$ cat src/rtl/bram_seq_ctrl_if.sv
// Bus bundle between bram_seq_ctrl and its surroundings: playback control,
// write requests from button/switch logic, the BRAM port and the display output.
//   slave  : the controller (drives wr_ack, mem_*, out_*, busy)
//   master : upstream logic plus BRAM (drives start/stop, wr_*, mem_r_data)
interface bram_seq_ctrl_if #(
  parameter int unsigned ADDR_W = 5,
  parameter int unsigned DATA_W = 4
);
  logic              start;
  logic              stop;
  logic              wr_req;
  logic [ADDR_W-1:0] wr_addr;
  logic [DATA_W-1:0] wr_data;
  logic              wr_ack;
  logic              mem_we;
  logic [ADDR_W-1:0] mem_addr;
  logic [DATA_W-1:0] mem_w_data;
  logic [DATA_W-1:0] mem_r_data;
  logic [DATA_W-1:0] out_data;
  logic              out_valid;
  logic [ADDR_W-1:0] out_addr;
  logic              busy;

  modport slave (
    input  start, stop, wr_req, wr_addr, wr_data, mem_r_data,
    output wr_ack, mem_we, mem_addr, mem_w_data, out_data, out_valid, out_addr, busy
  );

  modport master (
    output start, stop, wr_req, wr_addr, wr_data, mem_r_data,
    input  wr_ack, mem_we, mem_addr, mem_w_data, out_data, out_valid, out_addr, busy
  );
endinterface

$ cat src/rtl/bram_seq_ctrl.sv
// Sequential playback controller for a synchronous read-first BRAM. Plays
// addresses 0..LAST_ADDR in a loop, one word every TICK_DIV cycles, with a
// one-cycle out_valid strobe; single-word writes are slotted in between reads.
// Ports:
//   clk  : system clock, rising edge
//   rst  : asynchronous active-high reset
//   bus  : bram_seq_ctrl_if.slave
//          start/stop pulses, wr_req/wr_addr/wr_data -> wr_ack handshake,
//          mem_we/mem_addr/mem_w_data/mem_r_data BRAM port,
//          out_data/out_addr/out_valid playback output, busy status.
// TICK_DIV must be >= 3 (READ + CAPTURE + at least one WAIT cycle).
module bram_seq_ctrl #(
  parameter int unsigned ADDR_W    = 5,
  parameter int unsigned DATA_W    = 4,
  parameter int unsigned TICK_DIV  = 50000000,
  parameter int unsigned LAST_ADDR = 31
) (
  input logic            clk,
  input logic            rst,
  bram_seq_ctrl_if.slave bus
);

  localparam int unsigned       CntW    = $clog2(TICK_DIV);
  localparam logic [CntW-1:0]   CntLast = CntW'(TICK_DIV - 3);
  localparam logic [ADDR_W-1:0] PtrLast = ADDR_W'(LAST_ADDR);

  typedef enum logic [2:0] {StIdle, StRead, StCapture, StWait, StWrite} state_e;

  state_e            state_q;
  state_e            ret_q;
  logic [ADDR_W-1:0] ptr_q;
  logic [CntW-1:0]   cnt_q;
  logic              mem_we_q;
  logic [ADDR_W-1:0] mem_addr_q;
  logic [DATA_W-1:0] mem_w_data_q;
  logic [DATA_W-1:0] out_data_q;
  logic              out_valid_q;
  logic [ADDR_W-1:0] out_addr_q;
  logic              wr_ack_q;
  logic              busy_q;

  // No new write is taken while the previous one is being acknowledged.
  logic              wr_take;
  logic [ADDR_W-1:0] ptr_next;

  assign wr_take  = bus.wr_req & ~wr_ack_q;
  assign ptr_next = (ptr_q == PtrLast) ? '0 : ptr_q + 1'b1;

  always_ff @(posedge clk or posedge rst) begin
    if (rst) begin
      state_q      <= StIdle;
      ret_q        <= StIdle;
      ptr_q        <= '0;
      cnt_q        <= '0;
      mem_we_q     <= 1'b0;
      mem_addr_q   <= '0;
      mem_w_data_q <= '0;
      out_data_q   <= '0;
      out_valid_q  <= 1'b0;
      out_addr_q   <= '0;
      wr_ack_q     <= 1'b0;
      busy_q       <= 1'b0;
    end else begin
      out_valid_q <= 1'b0;
      wr_ack_q    <= 1'b0;
      mem_we_q    <= 1'b0;

      case (state_q)
        StIdle: begin
          if (wr_take) begin
            mem_we_q     <= 1'b1;
            mem_addr_q   <= bus.wr_addr;
            mem_w_data_q <= bus.wr_data;
            ret_q        <= StIdle;
            state_q      <= StWrite;
            busy_q       <= 1'b1;
          end else if (bus.start && !bus.stop) begin
            ptr_q      <= '0;
            mem_addr_q <= '0;
            state_q    <= StRead;
            busy_q     <= 1'b1;
          end
        end

        StRead: begin
          if (bus.stop) begin
            state_q <= StIdle;
            busy_q  <= 1'b0;
          end else begin
            state_q <= StCapture;
          end
        end

        StCapture: begin
          // A stop here drops the word the BRAM has just returned.
          if (bus.stop) begin
            state_q <= StIdle;
            busy_q  <= 1'b0;
          end else begin
            out_data_q  <= bus.mem_r_data;
            out_addr_q  <= ptr_q;
            out_valid_q <= 1'b1;
            ptr_q       <= ptr_next;
            cnt_q       <= '0;
            state_q     <= StWait;
          end
        end

        StWait: begin
          if (bus.stop) begin
            state_q <= StIdle;
            busy_q  <= 1'b0;
          end else if (wr_take) begin
            mem_we_q     <= 1'b1;
            mem_addr_q   <= bus.wr_addr;
            mem_w_data_q <= bus.wr_data;
            state_q      <= StWrite;
            // The accepting WAIT cycle still consumes its tick, so every write
            // stretches the period by exactly the one WRITE cycle. On terminal
            // count the deferred tick fires straight after the write.
            if (cnt_q == CntLast) begin
              ret_q <= StRead;
            end else begin
              ret_q <= StWait;
              cnt_q <= cnt_q + 1'b1;
            end
          end else if (cnt_q == CntLast) begin
            mem_addr_q <= ptr_q;
            state_q    <= StRead;
          end else begin
            cnt_q <= cnt_q + 1'b1;
          end
        end

        StWrite: begin
          wr_ack_q <= 1'b1;
          if (bus.stop || ret_q == StIdle) begin
            state_q <= StIdle;
            busy_q  <= 1'b0;
          end else begin
            state_q <= ret_q;
            if (ret_q == StRead) begin
              mem_addr_q <= ptr_q;
            end
          end
        end

        default: begin
          state_q <= StIdle;
          busy_q  <= 1'b0;
        end
      endcase
    end
  end

  assign bus.mem_we     = mem_we_q;
  assign bus.mem_addr   = mem_addr_q;
  assign bus.mem_w_data = mem_w_data_q;
  assign bus.out_data   = out_data_q;
  assign bus.out_valid  = out_valid_q;
  assign bus.out_addr   = out_addr_q;
  assign bus.wr_ack     = wr_ack_q;
  assign bus.busy       = busy_q;

endmodule

$ cat src/flat_wrapper.sv
// flat-port wrapper written by rule: the top's interface ports become plain ports
module bram_seq_ctrl_flat 
#(
  parameter int unsigned ADDR_W    = 5,
  parameter int unsigned DATA_W    = 4,
  parameter int unsigned TICK_DIV  = 50000000,
  parameter int unsigned LAST_ADDR = 31
)
  (clk, rst, bus_start, bus_stop, bus_wr_req, bus_wr_addr, bus_wr_data, bus_mem_r_data, bus_wr_ack, bus_mem_we, bus_mem_addr, bus_mem_w_data, bus_out_data, bus_out_valid, bus_out_addr, bus_busy);
  bram_seq_ctrl_if #(.ADDR_W(ADDR_W), .DATA_W(DATA_W)) bus_i ();
  input logic clk;
  input logic rst;
  input wire logic [$bits(bus_i.start)-1:0] bus_start;
  input wire logic [$bits(bus_i.stop)-1:0] bus_stop;
  input wire logic [$bits(bus_i.wr_req)-1:0] bus_wr_req;
  input wire logic [$bits(bus_i.wr_addr)-1:0] bus_wr_addr;
  input wire logic [$bits(bus_i.wr_data)-1:0] bus_wr_data;
  input wire logic [$bits(bus_i.mem_r_data)-1:0] bus_mem_r_data;
  output wire logic [$bits(bus_i.wr_ack)-1:0] bus_wr_ack;
  output wire logic [$bits(bus_i.mem_we)-1:0] bus_mem_we;
  output wire logic [$bits(bus_i.mem_addr)-1:0] bus_mem_addr;
  output wire logic [$bits(bus_i.mem_w_data)-1:0] bus_mem_w_data;
  output wire logic [$bits(bus_i.out_data)-1:0] bus_out_data;
  output wire logic [$bits(bus_i.out_valid)-1:0] bus_out_valid;
  output wire logic [$bits(bus_i.out_addr)-1:0] bus_out_addr;
  output wire logic [$bits(bus_i.busy)-1:0] bus_busy;
  assign bus_i.start = bus_start;
  assign bus_i.stop = bus_stop;
  assign bus_i.wr_req = bus_wr_req;
  assign bus_i.wr_addr = bus_wr_addr;
  assign bus_i.wr_data = bus_wr_data;
  assign bus_i.mem_r_data = bus_mem_r_data;
  assign bus_wr_ack = bus_i.wr_ack;
  assign bus_mem_we = bus_i.mem_we;
  assign bus_mem_addr = bus_i.mem_addr;
  assign bus_mem_w_data = bus_i.mem_w_data;
  assign bus_out_data = bus_i.out_data;
  assign bus_out_valid = bus_i.out_valid;
  assign bus_out_addr = bus_i.out_addr;
  assign bus_busy = bus_i.busy;
  bram_seq_ctrl #(.ADDR_W(ADDR_W), .DATA_W(DATA_W), .TICK_DIV(TICK_DIV), .LAST_ADDR(LAST_ADDR)) u_core (.clk(clk), .rst(rst), .bus(bus_i));
endmodule
$ cat config.mk
export PLATFORM = sky130hd
export DESIGN_NAME = bram_seq_ctrl_flat
export DESIGN_NICKNAME = d
export VERILOG_FILES = /design/src/rtl/bram_seq_ctrl_if.sv /design/src/rtl/bram_seq_ctrl.sv /design/src/flat_wrapper.sv
export SDC_FILE = /design/constraint.sdc
export NUM_CORES = 1
export LEC_CHECK = 0
export ABC_CLOCK_PERIOD_IN_PS = 2700
export CAP_MARGIN = 5
export CORE_UTILIZATION = 40
export CTS_BUF_LIST = sky130_fd_sc_hd__clkbuf_2 sky130_fd_sc_hd__clkbuf_4 sky130_fd_sc_hd__clkbuf_8
export DETAILED_ROUTE_END_ITERATION = 10
export GPL_TIMING_DRIVEN = 0
export PLACE_DENSITY = 0.63
export SYNTH_ARGS = -nofsm -noshare
export SYNTH_HDL_FRONTEND = slang
export SYNTH_SLANG_ARGS = --single-unit
$ cat constraint.sdc
create_clock -name clk -period 2.7 [get_ports clk]
set_clock_uncertainty 0.2 [all_clocks]
set_input_delay 0.405 -clock clk [delete_from_list [all_inputs] [get_ports clk]]
set_output_delay 0.405 -clock clk [all_outputs]
set_load 0.02 [all_outputs]
==> results of run 1 <==
==> power breakdown <==
group	internal, mW	switching (mW)	total (mW)
Sequential	1.03	0.0987	1.12
Combinational	0.447	0.551	0.998
Clock	0.404	0.348	0.752
Total	1.88	0.998	2.87
==> cell usage after synthesis, drive strengths merged (6+ instances only) <==
| master | count | area [µm²] |
|---|---|---|
| nor2 | 25 | 93.8 |
| nand2 | 48 | 180 |
| nand3 | 18 | 90.1 |
| a22o | 7 | 61.3 |
| xor2 | 8 | 70.1 |
| inv | 12 | 45.0 |
| dfrtp | 58 | 1450 |
| clkbuf | 9 | 33.8 |
| nor3 | 6 | 30.0 |
| and3 | 10 | 63.8 |
| o21ai | 22 | 110 |
| nand4 | 7 | 43.8 |
| or3 | 9 | 57.6 |
| mux2i | 8 | 80.1 |
| a21oi | 10 | 50.1 |
==> cells by family after synthesis <==
logic type                 after synthesis  share of synthesized area
xor gates and xnor gates                12                     0.0359
AOI/OAI and AO/OA                       58                      0.132
and+or+nand+nor                        146                      0.249
muxes                                   10                     0.0351
buffers and inverters                   26                     0.0342
adders and majority gates                4                     0.0171
DFF                                     58                      0.496
==> sequential cells by signal, summed over array words and instances, names as in the netlist, 2 cells and up <==
signal / cells
u_core.bus.mem_addr: 5
u_core.ret_q: 2
u_core.state_q: 3
u_core.bus.out_addr: 5
u_core.cnt_q: 26
u_core.ptr_q: 5
u_core.bus.out_data: 4
u_core.bus.mem_w_data: 4
==> per-layer routing <==
metal	wire, µm	GRT usage	vias to the layer above
met4	108	0.0760	0
li1	-	-	1225
met2	3080	0.302	63
met1	3050	0.249	1178
met5	0	0	-
met3	300	0.0540	12
==> critical path, stage by stage (launching register included) <==
cell	delay, ns
sky130_fd_sc_hd__dfrtp_1	0.43
sky130_fd_sc_hd__nand4_1	0.15
sky130_fd_sc_hd__or4_1	0.49
sky130_fd_sc_hd__buf_2	0.17
sky130_fd_sc_hd__o21ai_0	0.51
sky130_fd_sc_hd__o21ai_0	0.20
sky130_fd_sc_hd__a21oi_1	0.14
==> through the flow <==
stage	std cells	cell area, µm²	setup WS (ns)	hold WS (ns)	TNS, ns
5_1_grt	465	3640	0.0946	0.278	0
3_3_place_gp	448	3430	-0.485	0.256	-27.94
6_report	465	3640	0.338	0.273	0
3_5_place_dp	449	3450	0.00750	0.261	0
4_1_cts	465	3640	0.301	0.263	0
2_1_floorplan	314	2930	0.602	0.268	0
==> final cells by class <==
class / instances / area, µm² / share of cell area
sequential: 58 / 1450 / 0.399
clock inverter: 4 / 25.0 / 0.00688
multi-input combinational: 230 / 1370 / 0.378
tap: 96 / 120 / 0.0330
timing repair buffer: 39 / 400 / 0.110
buffer: 13 / 51.3 / 0.0141
clock buffer: 12 / 165 / 0.0454
inverter: 13 / 48.8 / 0.0134
==> how the worst max path moves through the flow <==
stage	startpoint	endpoint	slack, ns	cells after the start
finish	u_core.cnt_q[17]	u_core.cnt_q[4]	0.34	6
global route	u_core.cnt_q[17]	u_core.cnt_q[4]	0.09	6
CTS	u_core.cnt_q[17]	u_core.cnt_q[4]	0.30	6
detailed placement	bus_wr_req	u_core.ptr_q[3]	0.007	6
global placement	rst	u_core.bus.busy	-0.49	2
floorplan	u_core.cnt_q[17]	u_core.cnt_q[0]	0.60	6
==> summary.md, run 1 <==
VDD sags by at most 373 µV. For hold timing, the worst endpoint is u_core.state_q[0]. The floorplan die height works out to 87.5 µm.

Setup violations remaining at the end of the flow were counted as 0. In this run the mean area of a mapped cell was 9.32 µm². Dividing the detail-routed via count by the number of cells gives 5.33. Setup repair after global routing left no endpoint under its margin. In this run the power density over the cells is 791 mW/mm².

Routability-driven placement finished with a final weighted congestion of 0.803. The global-route wire length before repair came out at 11200 µm. Measured along the x axis, the die boundary spans 87.5 µm. The tool flagged a number of max-cap violations equal to 0. The tools report the clock tree root driver cell as sky130_fd_sc_hd__clkbuf_8. In this run the critical register-to-register path is launched from u_core.cnt_q[17]. The run finished with clean final reports.

Counting every net in the synthesized netlist gives 336. The count of flip-flops with a built-in enable after synthesis was 0; the post-layout minimum cycle time was 2.36 ns. TritonCTS built the clock tree. The worst setup path is captured at a register. The run gives 0.00766 mm² as the overall die area. After detailed routing, the average wire length per cell comes to 14.1 µm. Global routing finished with a remaining overflow of 0.

The later pin in the worst-skew pair is clocked with a latency of 0.34 ns. Along the worst hold path, the cell count comes to 2. The Yosys step of the flow raised 0 warnings. The proportion of register bits with asynchronous set or reset after synthesis was 1.00; the signed area change from the synthesized netlist to the final layout was 24.3%. The library cell used most frequently in the layout, excluding fill and tap cells, is sky130_fd_sc_hd__dfrtp_1. The number of hold buffers added after CTS was 0. Data arrives at the worst endpoint at 2.43 ns. The number of setup buffers added after CTS is 0.

The clock tree synthesis step divided the H-tree into 3 levels. The tools report the standby leakage power as 1.61 nW. After synthesis, the netlist uses 50 different library cells.

The synthesized instance count came out at 314. The number of filler instances in the final layout was 660; the post-layout utilization of the core was 0.524. Overall power consumption after layout is estimated at 2.87 mW. The post-route clock period utilization was 0.875. The worst setup path is of the register to register kind. The max-slew headroom at the worst pin was 0.265; the endpoint required time on the critical path was 2.77 ns. The worst hold path belongs to the class input port to register. Entering global routing, the biggest net connects 35 pins. The final route contains 2478 vias. Counting along the longest clock path gives a buffer depth of 2.

The final count of hold timing violations is 0, and the flip-flop and latch count after synthesis is 58. Count of TritonRoute iterations in the first routing pass: 6. Static timing analysis puts the maximum clock frequency at 423 MHz. The number of violations reported at the end of detailed-routing iteration 0 came out at 128. The start point of the worst min-delay path was bus_stop. Once detail routing completed, the nets flagged for antenna violations numbered 0. The tools report the overall routed net length as 6540 µm.

The placed wire-length estimate came out at 4680 µm. For the number of antenna violations at the first check in global routing, the log shows 0. The dominant register cell in the synthesized netlist was sky130_fd_sc_hd__dfrtp_1. The max-slew violation total from the final report was 0; the depth of the most critical reg-to-reg path was 6.

Of all nets on the critical path, the largest fanout is 7. For the count of unresolved DRC violations after routing, the log shows 0. Capture point of the worst reg-to-reg path: u_core.cnt_q[4].

The total number of placement rows was 30; the starting density of the core was 0.421. STA classifies the critical path startpoint as a register. The core region is 0.00694 mm².

During I/O placement, the number of pins put on the boundary was 40. The final antenna diode count was 0. Total routing resource utilization after global routing: 0.191.

The number of buffers inserted during clock tree synthesis is 9. For the sequential fraction of the synthesis area, the log shows 0.496. The tools report the total of cells resized after clock tree synthesis as 0.

In the layout the commonest cells are sky130_fd_sc_hd__dfrtp_1 (58), sky130_fd_sc_hd__nand2_1 (48), sky130_fd_sc_hd__clkdlybuf4s50_1 (38). The count of input and output buffers is 38, and the sink count of the clock tree is 58. The netlist area before placement is 0.00293 mm².

The number of nets in the final layout was 386. The share of final-layout standard cells stronger than drive strength 1 is 0.0705. The clock transition at the registers of the reported paths was 0.07 ns; the slew at the pin with the worst max-slew slack was 1.09 ns.

The run gives 0.34 ns as the reg-to-reg setup timing slack. The via count of the first global-routing pass is 2338.
(Power assumes the default switching activity.)
==> run 2: changes to the inputs <==
HOLD_SLACK_MARGIN = 0.06   (was unset)
==> results of run 2 <==
Final layout, timing and power as in run 1 (identical DEF).
==> run 3: changes to the inputs <==
CTS_BUF_LIST = sky130_fd_sc_hd__clkbuf_4   (was sky130_fd_sc_hd__clkbuf_2 sky130_fd_sc_hd__clkbuf_4 sky130_fd_sc_hd__clkbuf_8)
==> run 3 against run 2 <==
  * Setup slack got worse by 0.047 ns
  * Power decreased by 8.9%
  * Highest routed layer unchanged
  * Non-clock buffer count unchanged
  * Sequential power about the same
  * Combinational power about the same
  * Hold slack got worse by 0.072 ns
  * Sequential cell count unchanged
  * Via count about the same
  * Final cell count unchanged
  * Critical path depth unchanged
  * Clock-buffer cell count decreased by 3
  * Clock power decreased by 34%
==> summary.md, run 3 (synthesis results as in run 1) <==
The run gives 0.00694 mm² (unchanged) as the core area. The total number of placement rows is 30 (unchanged). The clock tree root driver cell was sky130_fd_sc_hd__clkbuf_4. The tools report the via count of the routed design as 2477 (-0.040%). The max-slew violation total from the final report is 0 (unchanged).

The average detailed-routed wire length per instance was 14.1 µm (+0.15%). The final antenna diode count came out at 0 (unchanged). The run finished with clean final reports.

The count of boundary I/O pins came out at 40 (unchanged). The post-route clock period utilization was 0.892 (+0.0174); the signed area change from the synthesized netlist to the final layout was 21.3%. The endpoint required time on the critical path was 2.83 ns (+0.06 ns); the floorplan die height was 87.5 µm (unchanged).

The final estimated routing congestion in global placement is 0.803 (unchanged). Traced cell by cell, the critical path runs through nand4_1 > or4_1 > buf_2 > o21ai_0 > o21ai_0 > a21oi_1. For the maximum vdd drop, the log shows 390 µV (+4.3%). The worst hold slack across all endpoints was 0.201 ns (-0.0722 ns); the slew at the pin with the worst max-slew slack was 1.10 ns (+0.0106 ns).

Setup repair after global routing left no endpoint under its margin. The flip-flop count of the largest register after layout works out to 26 (unchanged). The kind of launch point of the worst setup path is a register. The tools report the total of cells resized after clock tree synthesis as 0 (unchanged). The most flop-heavy register is u_core.cnt_q. Overall die area: 0.00766 mm² (unchanged).

Number of buffers inserted during clock tree synthesis: 9 (unchanged). The width of the chip is 87.5 µm (unchanged), and the H-tree depth is 3 (unchanged). The total buffers and inverters traversed by the critical path came out at 1 (unchanged). The tools report the placed wire-length estimate as 4680 µm (unchanged). For the standby leakage power, the log shows 1.57 nW (-2.5%).

TritonCTS built the clock tree. For the overall routed net length, the log shows 6550 µm (+0.15%). The count of unresolved DRC violations after routing was 0 (unchanged); the number of hold-repair buffers added at the cts stage was 0 (unchanged).

The maximum fanout along the worst path works out to 7 (unchanged). The logs give 2.54 ns (+0.11 ns) for the endpoint arrival time on the critical path and 0 (unchanged) for the number of antenna-violating nets in the routed design. Leaving out fill and tap cells, the most frequent cells in the layout are sky130_fd_sc_hd__dfrtp_1 (58), sky130_fd_sc_hd__nand2_1 (48), sky130_fd_sc_hd__clkdlybuf4s50_1 (38). The sink count of the clock tree is 58 (unchanged).

The number of filler instances in the final layout is 665 (+0.76%), and the maximum number of pins on one net before global-route repair is 35 (unchanged). The number of nets in the final layout came out at 386 (unchanged). Kind of end point of the critical path: a register.

Maximum root-to-sink buffer count: 2 (unchanged). The min-delay analysis places its worst path in the category input port to register. The share of final-layout standard cells stronger than drive strength 1 was 0.0623 (-0.00813). The tools report the via count of the first global-routing pass as 2355 (+0.73%). The max-slew headroom at the worst pin came out at 0.258 (-0.00712). The tools report the sum of negative setup slack as 0 ns (unchanged). For the post-layout utilization of the core, the log shows 0.511 (-0.0124). The post-layout minimum cycle time was 2.41 ns (+0.0471 ns); the count of input and output buffers was 38 (unchanged).

For the number of antenna violations at the first check in global routing, the log shows 0 (unchanged). The tools report the total routing resource utilization after global routing as 0.192 (+0.000405). The clock transition at the registers of the reported paths is 0.10 ns (+0.03 ns).

The most common library cell in the layout ignoring fill and taps is sky130_fd_sc_hd__dfrtp_1. The count of endpoints failing setup in the final report is 0 (unchanged). On the critical path the largest part of the delay comes from compound AO/OA/AOI/OAI gates. By startpoint and endpoint, the worst setup path is classified as register to register.

The tools report the total grt overflow as 0 (unchanged). For the global-route wire length before repair, the log shows 11100 µm (-0.19%). Power density over the cells: 738 mW/mm² (-6.7%).

For the count of TritonRoute iterations in the first routing pass, the log shows 4 (-2). Starting density of the core: 0.421 (unchanged). The max capacitance violation total was 0 (unchanged). The delay contributed by the slowest stage of the critical path is 0.54 ns (+0.03 ns). The tools report the number of violations reported at the end of detailed-routing iteration 0 as 141 (+10%). The clock latency on the worst-skew pair was 0.41 ns (+0.07 ns). The critical path's slowest cell was sky130_fd_sc_hd__o21ai_0. The highest clock frequency the design can meet is 415 MHz (-2.0%), and the per-cell via count in the routed design is 5.33 (about the same).

The critical path's most frequent cell is sky130_fd_sc_hd__o21ai_0. The final count of hold timing violations was 0 (unchanged); the post-CTS setup buffer count was 0 (unchanged).
run 3: changes by cell type in the layout (fill, tap and decap cells not counted), sizes merged:
cell,before,now
clkbuf,21,18
clkinv,3,6
run 3: report_power, final:
part | switching [mW] | internal, mW | leakage (nW)
registers | 0.0993 | 1.02 | 0.786
logic | 0.551 | 0.447 | 0.729
clock network | 0.322 | 0.176 | 0.0542
total | 0.972 | 1.65 | 1.57
run 3: metal layers:
metal | GRT usage | vias up | part of all wire
li1 | - | 1225 | -
met1 | 0.247 | 1172 | 0.46
met2 | 0.301 | 69 | 0.47
met3 | 0.0654 | 11 | 0.057
met4 | 0.0686 | 0 | 0.018
met5 | 0 | - | 0
run 3: area by class of cell:
class                      instances  area, µm²  area share
buffer                            13       51.3      0.0145
clock buffer                       9       67.6      0.0190
clock inverter                     7       36.3      0.0102
inverter                          13       48.8      0.0137
multi-input combinational        230       1370       0.387
sequential                        58       1450       0.409
tap                               96        120      0.0338
timing repair buffer              39        400       0.113
run 3: worst paths after layout:
path	startpoint	to	slack [ns]	cells past startpoint
worst max-delay path	u_core.cnt_q[17]	u_core.cnt_q[4]	0.29	6
worst min-delay path	bus_stop	u_core.state_q[0]	0.20	2
worst max register to register	u_core.cnt_q[17]	u_core.cnt_q[4]	0.29	6
worst min register to register	u_core.bus.out_data[2]	u_core.bus.out_data[2]	0.28	2
max in group asynchronous	rst	u_core.ret_q[1]	1.47	3
min in group asynchronous	rst	u_core.ptr_q[3]	0.24	2
run 3: worst reg2reg max path, cell delays in order, from the launching register on:
cell                      delay, ns
sky130_fd_sc_hd__dfrtp_1       0.44
sky130_fd_sc_hd__nand4_1       0.15
sky130_fd_sc_hd__or4_1         0.49
sky130_fd_sc_hd__buf_2         0.17
sky130_fd_sc_hd__o21ai_0       0.55
sky130_fd_sc_hd__o21ai_0       0.21
sky130_fd_sc_hd__a21oi_1       0.15
run 3: stage by stage:
stage | instance area, µm² | cells | worst slack [ns] | power [mW]
after floorplan | 2930 | 314 | 0.602 | 1.73
final | 3550 | 465 | 0.291 | 2.62
after detailed placement | 3450 | 449 | 0.00750 | 2.15
after global placement | 3430 | 448 | -0.485 | 2.13
after global routing | 3550 | 465 | 0.0585 | 2.79
after CTS | 3550 | 465 | 0.286 | 2.66
